[config.mk]
export PLATFORM = sky130hd
export DESIGN_NAME = data_mem_arbiter
export DESIGN_NICKNAME = d
export VERILOG_FILES = /design/src/rtl/mem_arb_pkg.sv /design/src/rtl/arb_starve_counter.sv /design/src/rtl/data_mem_arbiter.sv
export SDC_FILE = /design/constraint.sdc
export NUM_CORES = 1
export LEC_CHECK = 0
export BUFFER_PORTS_ARGS = -buffer_cell sky130_fd_sc_hd__buf_2
export CAP_MARGIN = 20
export CORE_AREA = 2 2 230 232
export CTS_CLUSTER_SIZE = 16
export DETAILED_ROUTE_END_ITERATION = 8
export DIE_AREA = 0 0 232 234
export PLACE_DENSITY = 0.42
export SETUP_SLACK_MARGIN = 0.5
export SLEW_MARGIN = 5
export SYNTH_ARGS = -nofsm -noshare
export SYNTH_HDL_FRONTEND = slang
export SYNTH_SLANG_ARGS = --single-unit
export TNS_END_PERCENT = 1
[constraint.sdc]
create_clock -name clock -period 2.15 [get_ports clock]
set_input_delay 0.645 -clock clock [delete_from_list [all_inputs] [get_ports clock]]
set_output_delay 0.645 -clock clock [all_outputs]
set_load 0.05 [all_outputs]
[src/rtl/mem_arb_pkg.sv]
// Shared types and the debug-vs-pipeline priority rule for the data-memory arbiter.
package mem_arb_pkg;

  typedef enum logic [1:0] {
    IDLE   = 2'd0,
    ACCESS = 2'd1,
    DONE   = 2'd2
  } arb_state_t;

  typedef enum logic {
    PIPE = 1'b0,
    DBG  = 1'b1
  } arb_owner_t;

  // Debug wins when the pipeline is quiet or has used up its consecutive-grant budget.
  function automatic logic dbg_win(input logic d_valid, input logic p_req, input logic at_max);
    return d_valid & (~p_req | at_max);
  endfunction

endpackage

[src/rtl/arb_starve_counter.sv]
// Saturating count of consecutive pipeline grants taken while the debug port waits.
module arb_starve_counter #(
  parameter int MAX = 4
) (
  input  logic clk_i,
  input  logic rst_ni,
  input  logic inc_i,
  input  logic clr_i,
  output logic at_max_o
);

  localparam int W = (MAX > 0) ? $clog2(MAX + 1) : 1;

  logic [W-1:0] cnt_q, cnt_d;

  always_comb begin
    cnt_d = cnt_q;
    if (clr_i) begin
      cnt_d = '0;
    end else if (inc_i && !at_max_o) begin
      cnt_d = cnt_q + 1'b1;
    end
  end

  always_ff @(posedge clk_i or negedge rst_ni) begin
    if (!rst_ni) begin
      cnt_q <= '0;
    end else begin
      cnt_q <= cnt_d;
    end
  end

  assign at_max_o = (cnt_q == W'(MAX));

endmodule

[src/rtl/data_mem_arbiter.sv]
// Shares the data-memory port between the MEM stage and a debug/loader port.
// Fixed MEM_LAT-cycle access plus one DONE cycle; pipeline stalls until its DONE.
module data_mem_arbiter
  import mem_arb_pkg::*;
#(
  parameter int DATA_W     = 64,
  parameter int MEM_LAT    = 2,
  parameter int STARVE_MAX = 4
) (
  input  logic              clock,
  input  logic              reset,
  input  logic              p_req,
  input  logic              p_we,
  input  logic [DATA_W-1:0] p_addr,
  input  logic [DATA_W-1:0] p_wdata,
  output logic [DATA_W-1:0] p_rdata,
  output logic              p_stall,
  input  logic              d_valid,
  output logic              d_ready,
  input  logic              d_we,
  input  logic [DATA_W-1:0] d_addr,
  input  logic [DATA_W-1:0] d_wdata,
  output logic              d_rvalid,
  output logic [DATA_W-1:0] d_rdata,
  output logic [DATA_W-1:0] m_addr,
  output logic [DATA_W-1:0] m_wdata,
  output logic              m_read,
  output logic              m_write,
  input  logic [DATA_W-1:0] m_rdata,
  output logic              busy
);

  localparam int LAT_W = (MEM_LAT > 1) ? $clog2(MEM_LAT) : 1;

  arb_state_t        state_q;
  arb_owner_t        owner_q;
  logic              we_q;
  logic [DATA_W-1:0] addr_q, wdata_q, p_rdata_q, d_rdata_q;
  logic [LAT_W-1:0]  lat_cnt_q;

  logic idle, at_max, grant_dbg, starve_inc;

  assign idle       = (state_q == IDLE);
  assign grant_dbg  = idle & dbg_win(d_valid, p_req, at_max);
  assign starve_inc = idle & p_req & d_valid & ~grant_dbg;

  arb_starve_counter #(
    .MAX (STARVE_MAX)
  ) u_starve (
    .clk_i    (clock),
    .rst_ni   (reset),
    .inc_i    (starve_inc),
    .clr_i    (grant_dbg),
    .at_max_o (at_max)
  );

  always_ff @(posedge clock or negedge reset) begin
    if (!reset) begin
      state_q   <= IDLE;
      owner_q   <= PIPE;
      we_q      <= 1'b0;
      addr_q    <= '0;
      wdata_q   <= '0;
      lat_cnt_q <= '0;
      p_rdata_q <= '0;
      d_rdata_q <= '0;
    end else begin
      case (state_q)
        IDLE: begin
          if (grant_dbg) begin
            we_q      <= d_we;
            addr_q    <= d_addr;
            wdata_q   <= d_wdata;
            owner_q   <= DBG;
            lat_cnt_q <= LAT_W'(MEM_LAT - 1);
            state_q   <= ACCESS;
          end else if (p_req) begin
            we_q      <= p_we;
            addr_q    <= p_addr;
            wdata_q   <= p_wdata;
            owner_q   <= PIPE;
            lat_cnt_q <= LAT_W'(MEM_LAT - 1);
            state_q   <= ACCESS;
          end
        end
        ACCESS: begin
          if (lat_cnt_q == '0) begin
            state_q <= DONE;
            // Read data lands on the final strobe edge; a flushed pipeline read still updates.
            if (!we_q) begin
              if (owner_q == PIPE) p_rdata_q <= m_rdata;
              else                 d_rdata_q <= m_rdata;
            end
          end else begin
            lat_cnt_q <= lat_cnt_q - 1'b1;
          end
        end
        DONE:    state_q <= IDLE;
        default: state_q <= IDLE;
      endcase
    end
  end

  assign m_addr   = addr_q;
  assign m_wdata  = wdata_q;
  assign m_read   = (state_q == ACCESS) & ~we_q;
  assign m_write  = (state_q == ACCESS) &  we_q;
  assign busy     = ~idle;
  assign d_rvalid = (state_q == DONE) & (owner_q == DBG);
  assign d_ready  = idle & (~p_req | at_max);
  assign p_stall  = p_req & ~((state_q == DONE) & (owner_q == PIPE));
  assign p_rdata  = p_rdata_q;
  assign d_rdata  = d_rdata_q;

endmodule

==> results of run 1 <==
[area by class of cell]
| cell class | instances | share of cell area [%] |
|---|---|---|
| flip-flops and latches | 264 | 33.6 |
| repair buffers | 637 | 27.1 |
| multi-input cells | 544 | 26.6 |
| clock buffers | 52 | 5.28 |
| well taps | 688 | 4.37 |
| inverters | 133 | 2.53 |
| clock inverters | 8 | 0.432 |
| diodes | 8 | 0.102 |
[cell usage after synthesis (all sizes together)]
master / count / area share, %
dfrtp: 264 / 54
inv: 133 / 4.1
o21ai: 132 / 5.4
nand3: 131 / 5.4
o311ai: 129 / 11
mux2: 128 / 14
clkbuf: 65 / 2.0
buf: 35 / 2.7
nor2: 5 / 0.15
ha: 2 / 0.21
nand2: 2 / 0.062
nor3b: 2 / 0.12
or2: 2 / 0.10
a21bo: 1 / 0.082
a21boi: 1 / 0.062
a21o: 1 / 0.062
and2: 1 / 0.051
and3: 1 / 0.062
and4bb: 1 / 0.10
nand2b: 1 / 0.11
nor4: 1 / 0.17
o31a: 1 / 0.082
or4b: 1 / 0.11
xnor2: 1 / 0.072
[through the flow]
step	std cells	setup WS (ns)	total power, mW
detailed placement	2245	0.0394	28.3
floorplan	1041	0.135	23.2
global route	2330	-0.233	41.5
finish	2334	-0.162	39.7
CTS	2317	-0.196	39.0
global placement	2245	0.0431	28.2
[path summary, 6_finish.rpt]
check,cells past startpoint,slack [ns],start,to
setup / recovery,6,-0.16,u_starve.cnt_q[0],d_ready
hold / removal,3,0.34,d_addr[17],m_addr[17]
setup reg to reg,8,-0.01,state_q[0],m_addr[11]
hold reg to reg,1,0.53,p_rdata[22],p_rdata[22]
max in group asynchronous,3,0.90,reset,m_wdata[22]
min in group asynchronous,2,0.61,reset,m_addr[23]
[sequential cells by signal, indices dropped and copies added (netlist names)]
name,count
m_wdata,64
m_addr,64
lat_cnt_q,1
we_q,1
u_starve.cnt_q,3
state_q,2
p_rdata,64
d_rdata,64
owner_q,1
[worst reg2reg max path, delay by kind of cell, from the launching register on]
family,cells,cell delay [ns]
AOI/OAI and AO/OA,1,0.26
DFF,1,0.46
and+or+nand+nor,2,0.60
buffers and inverters,5,0.74
[power by group through the flow]
stage	combinational, mW	sequential [mW]	clock [mW]
finish	24.3	9.60	5.73
global route	25.4	9.90	6.13
CTS	23.5	9.58	5.93
detailed placement	19.3	8.98	0
global placement	19.3	8.92	0
floorplan	5.71	17.5	0
[cell families after synthesis]
kind of cell / count (synthesis)
AOI/OAI and AO/OA: 265
muxes: 128
and+or+nand+nor: 148
DFF: 264
adders and majority gates: 2
xor gates and xnor gates: 1
buffers and inverters: 233
[placed cells by master (no fill, tap or decap), drive strengths merged]
cell type	instances
a21bo	1
nand2	2
and2	1
dfrtp	264
or2	2
o311ai	129
o21ai	132
ha	2
nor4	1
o31a	1
nor2	5
a21boi	1
buf	633
diode	8
nand2b	1
or4b	1
clkbuf	55
inv	134
a21o	1
clkinvlp	2
mux2	128
clkinv	4
xnor2	1
nor3b	2
and4bb	1
and3	1
bufinv	1
dlygate4sd3	1
nand3	131
[layer usage]
metal / global-route usage (%) / routed length [um] / up-vias
met5: 0 / 7 / -
met4: 5.15 / 1190 / 2
met3: 5.36 / 3800 / 75
met2: 27.9 / 23700 / 433
met1: 21.1 / 20100 / 5541
li1: - / - / 4902
[timing repair]
item | CTS | global route
hold buffers | 1 | 0
endpoints found under the hold margin | 16 | 0
resized for setup | 649 | 87
cloned | 0 | 3
buffers inserted | 11 | 6
setup endpoints to repair | 520 | 525
pin swaps | 7 | 8
==> metrics.json, run 1 <==
{
  "drt": {
    "detailedRoute.firstIterationViolations": 612,
    "vias": 10953,
    "final_antenna_net_count": 0,
    "detail_route.vias_per_cell": 4.69,
    "drcViolationCount": 0,
    "dr.pass1.iters": 7,
    "route.detailed.wl_per_inst_um": 20.9,
    "detail_route.wirelength_mm": 48.7
  },
  "power_and_ir_drop": {
    "power_frac_comb_pct": 61.3,
    "switching_power_mw": 19.0,
    "seq_power_share_pct": 24.2,
    "peakVddDrop_uv": 745,
    "switching_share_pct": 48.0,
    "power_density_nw_per_um2": 2010,
    "internal_power_mw": 20.6,
    "leakage_nw": 9.41,
    "clock_power_share_pct": 14.5
  },
  "clock_network": {
    "clock-sinks": 264,
    "clk_pin_slew_ns": 0.06,
    "clock_latency_ns": 0.54,
    "cts_tree": "built",
    "cts_made_buffers": 35,
    "cts_root_buffer": "sky130_fd_sc_hd__clkbuf_16",
    "longest_clk_path_bufs": 3,
    "ctsHtreeMaxLevel": 2
  },
  "sta": {
    "setup_slack_ns": -0.162,
    "setup_tns_ns": -0.280,
    "unrepaired_setup_endpoints_after_global_routing": "true",
    "finalCriticalPeriod_ns": 2.31,
    "clock.fmax_ghz": 0.433,
    "worst_pin_slew_ns": 0.550,
    "holdWs_ns": 0.341,
    "number_of_hold_slack_violations_in_the_final_timing_report": 0,
    "clock-skew-final_ns": 0.0228,
    "timing.final.crit_share_pct": 108,
    "total_count_of_max_transition_violations_in_the_final_report": 0,
    "relSlewSlack_pct": 63.4,
    "report.final.setup_viol": 5
  },
  "grt": {
    "grt_antenna_before_repair": 8,
    "grt_overflow": 0,
    "grt_pass1_vias": 11260,
    "track_usage_pct": 16.9,
    "grt_max_degree": 75,
    "global_route_wire_length_before_repair_mm": 70.7
  },
  "synthesis": {
    "synth-seq-area-share_pct": 54.3,
    "synth-simple-area-share_pct": 6.45,
    "number_of_warnings_printed_during_yosys_synthesis": 0,
    "synth_fp_nets": 1369,
    "synth_compound_area_share_pct": 16.4,
    "syn-mean-instance-area_um2": 11.7,
    "summed_instance_area_of_the_synthesized_netlist_um2": 12200,
    "ys_types": 31,
    "yosys.area_share.adder_pct": 0.206,
    "synth_top_family_by_area": "compound AO/OA/AOI/OAI gates",
    "postSynthCellCount": 1041,
    "yosys_register_bits": 264,
    "yosys-mux-area-fraction_pct": 13.7,
    "synthXorXnorAreaFrac_pct": 0.0720
  },
  "die": {
    "fp.dieW_um": 232,
    "initial_core_util_pct": 23.4,
    "ports_placed_on_the_boundary": 588,
    "design.die.area_um2": 54300,
    "number_of_placement_rows": 84,
    "fp.coreArea_um2": 52000,
    "die-height_um": 234
  },
  "cells_and_area": {
    "post-route-util_pct": 37.9,
    "drive_gt1_share_pct": 55.5,
    "design.final.nets": 1943,
    "synthToLayoutAreaGrowth_pct": 62.1,
    "multi_input_area_um2": 5250,
    "stdcell_area_um2": 19700,
    "seqCellArea_um2": 6610,
    "num-fill-cells": 5226
  },
  "place": {
    "post-dp-hpwl_mm": 32.3,
    "buffers_added_on_ports": 587,
    "place_congestion": 0.782,
    "postPlaceCellArea_um2": 15900
  },
  "setup_path": {
    "path_delay_family": "buffers and inverters",
    "max_stage_delay_ns": 0.39,
    "crit_fanout": 3,
    "path_class": "flop to output port",
    "setup.worst_path.end_class": "output port",
    "cp.arrival_ns": 1.67,
    "critPathSlowestCell": "sky130_fd_sc_hd__dfrtp_1",
    "required_ns": 1.50,
    "crit_buf_inv": 3,
    "crit_chain": "inv_2 -> ha_4 -> a21boi_2 -> buf_4 -> nor2_4 -> buf_8",
    "timing.critical_path.from_type": "flop"
  },
  "outcome": {
    "failed_checks": "negative setup slack",
    "outcome": "complete, but fails checks"
  },
  "min_path": {
    "min-delay-path-class": "input pin to flop"
  },
  "run": {
    "max-cap-violations": 0
  }
}
No activity file was read; power rests on OpenSTA's default activity.
==> run 2, diff against run 1 <==
--- a/config.mk
+++ b/config.mk
@@ -5,7 +5,7 @@
 export SDC_FILE = /design/constraint.sdc
 export NUM_CORES = 1
 export LEC_CHECK = 0
-export BUFFER_PORTS_ARGS = -buffer_cell sky130_fd_sc_hd__buf_2
+export BUFFER_PORTS_ARGS = -buffer_cell sky130_fd_sc_hd__buf_4
 export CAP_MARGIN = 20
 export CORE_AREA = 2 2 230 232
 export CTS_CLUSTER_SIZE = 16
==> metrics.json, run 2 (synthesized netlist as in run 1, its figures left out) <==
{
  "outcome": {
    "outcome": "complete, but fails checks",
    "failed_checks": "negative setup slack"
  },
  "drt": {
    "vias": 11048,
    "drcViolationCount": 0,
    "route.detailed.wl_per_inst_um": 22.2,
    "detailedRoute.firstIterationViolations": 416,
    "dr.pass1.iters": 4,
    "final_antenna_net_count": 0,
    "detail_route.wirelength_mm": 51.7,
    "detail_route.vias_per_cell": 4.74
  },
  "power_and_ir_drop": {
    "leakage_nw": 9.88,
    "seq_power_share_pct": 23.1,
    "clock_power_share_pct": 14.5,
    "peakVddDrop_uv": 712,
    "power_frac_comb_pct": 62.4,
    "switching_power_mw": 19.8,
    "switching_share_pct": 47.9,
    "internal_power_mw": 21.6,
    "power_density_nw_per_um2": 1940
  },
  "sta": {
    "relSlewSlack_pct": 53.9,
    "number_of_hold_slack_violations_in_the_final_timing_report": 0,
    "unrepaired_setup_endpoints_after_global_routing": "true",
    "clock.fmax_ghz": 0.447,
    "finalCriticalPeriod_ns": 2.24,
    "report.final.setup_viol": 12,
    "timing.final.crit_share_pct": 104,
    "setup_slack_ns": -0.0853,
    "clock-skew-final_ns": 0.0161,
    "worst_pin_slew_ns": 0.692,
    "setup_tns_ns": -0.238,
    "total_count_of_max_transition_violations_in_the_final_report": 0
  },
  "cells_and_area": {
    "layout.cells.most_common_list": "354 x sky130_fd_sc_hd__buf_4, 261 x sky130_fd_sc_hd__dfrtp_1, 261 x sky130_fd_sc_hd__buf_6",
    "instances_no_fill": 2331,
    "synthToLayoutAreaGrowth_pct": 75.0,
    "most_common_cell_after_layout_fill_and_taps_aside": "sky130_fd_sc_hd__buf_4",
    "design.final.nets": 1945,
    "drive_gt1_share_pct": 58.2
  },
  "grt": {
    "global_route_wire_length_before_repair_mm": 76.3,
    "grt_max_degree": 89,
    "grt_overflow": 0,
    "track_usage_pct": 18.2,
    "grt_antenna_before_repair": 2,
    "grt_pass1_vias": 11913
  },
  "clock_network": {
    "clock-sinks": 264,
    "cts_tree": "built",
    "longest_clk_path_bufs": 3,
    "cts_root_buffer": "sky130_fd_sc_hd__clkbuf_16",
    "cts_made_buffers": 35,
    "clk_pin_slew_ns": 0.06,
    "clock_latency_ns": 0.54,
    "ctsHtreeMaxLevel": 2
  },
  "setup_path": {
    "max_stage_delay_ns": 0.38,
    "critical-path-top-cell-by-count": "sky130_fd_sc_hd__buf_12",
    "timing.critical_path.from_type": "flop",
    "required_ns": 1.50,
    "crit_buf_inv": 3,
    "setup.worst_path.end_class": "output port",
    "cp.arrival_ns": 1.59,
    "crit_fanout": 4,
    "critPathSlowestCell": "sky130_fd_sc_hd__dfrtp_1",
    "path_delay_family": "buffers and inverters",
    "crit_chain": "buf_6 -> or2_4 -> buf_12 -> buf_12",
    "path_class": "flop to output port"
  },
  "place": {
    "buffers_added_on_ports": 587,
    "place_congestion": 0.758,
    "placed_cells_incl_taps": 2251,
    "post-dp-hpwl_mm": 34.6
  },
  "die": {
    "fp.dieW_um": 232,
    "initial_core_util_pct": 23.4,
    "die-height_um": 234,
    "ports_placed_on_the_boundary": 588,
    "design.die.area_um2": 54300,
    "number_of_placement_rows": 84,
    "fp.coreArea_um2": 52000
  },
  "min_path": {
    "min-delay-path-class": "input pin to flop"
  },
  "run": {
    "max-cap-violations": 0
  }
}
run 2: cell types whose count changed in the layout (fill, tap and decap cells not counted), sizes merged:
cell and delta:
clkbuf +2, clkinv -1, bufinv +1, clkinvlp -2
buf +4, diode -7
run 2: final cells by class:
cell class / count / area [um2]
inverter: 133 / 502
fill: 5058 / 30800
clock inverter: 6 / 95.1
clock buffer: 56 / 1090
antenna: 1 / 2.50
tap: 688 / 861
sequential: 264 / 6610
multi-input combinational: 544 / 6040
timing repair buffer: 639 / 6080
run 2: through the flow:
stage | area (um2) | hold WS, ns | power [mW] | utilization (%) | worst slack [ns]
final | 21300 | 0.337 | 41.4 | 40.9 | -0.0853
after global routing | 21300 | 0.317 | 43.2 | 40.9 | -0.155
after CTS | 20900 | 0.292 | 41.0 | 40.2 | -0.138
after detailed placement | 17300 | 0.480 | 30.2 | 33.3 | -0.000367
after global placement | 17300 | 0.472 | 30.1 | 33.3 | 0.0199
after floorplan | 12200 | 0.349 | 23.2 | - | 0.135
run 2: worst register-to-register path: stages, from the launching register on:
cell,delay (ns)
sky130_fd_sc_hd__dfrtp_1,0.38
sky130_fd_sc_hd__buf_6,0.13
sky130_fd_sc_hd__or2_4,0.26
sky130_fd_sc_hd__buf_4,0.18
sky130_fd_sc_hd__or2_4,0.31
sky130_fd_sc_hd__buf_16,0.24
sky130_fd_sc_hd__o311ai_4,0.56
run 2: routing by layer:
metal / GRT usage (%) / wire [um] / up-vias
met1: 21.9 / 20800 / 5615
li1: - / - / 4906
met4: 6.25 / 1430 / 2
met3: 6.34 / 4380 / 81
met2: 30.4 / 25100 / 444
met5: 0 / 16 / -
run 2: timing repair:
action	4_1_cts	5_1_grt
endpoints found under the setup margin	515	520
endpoints found under the hold margin	1	0
pin swaps	40	55
setup buffers	9	7
hold buffers	1	0
resized for setup	518	40
run 2: power groups by stage:
stage / sequential (mW) / clock, mW / combinational, mW
3_3_place_gp: 9.05 / 0 / 21.0
6_report: 9.56 / 6.02 / 25.8
5_1_grt: 9.88 / 6.42 / 26.9
4_1_cts: 9.56 / 6.24 / 25.2
2_1_floorplan: 17.5 / 0 / 5.71
3_5_place_dp: 9.10 / 0 / 21.1
run 2: final timing paths:
path	slack, ns	end	cells past startpoint	from
min in group asynchronous	0.64	p_rdata[10]	2	reset
setup / recovery	-0.09	busy	4	state_q[1]
hold reg to reg	0.53	p_rdata[49]	1	p_rdata[49]
hold / removal	0.34	p_rdata[49]	2	m_rdata[49]
max in group asynchronous	0.83	p_rdata[28]	3	reset
setup reg to reg	-0.01	m_addr[56]	6	state_q[1]
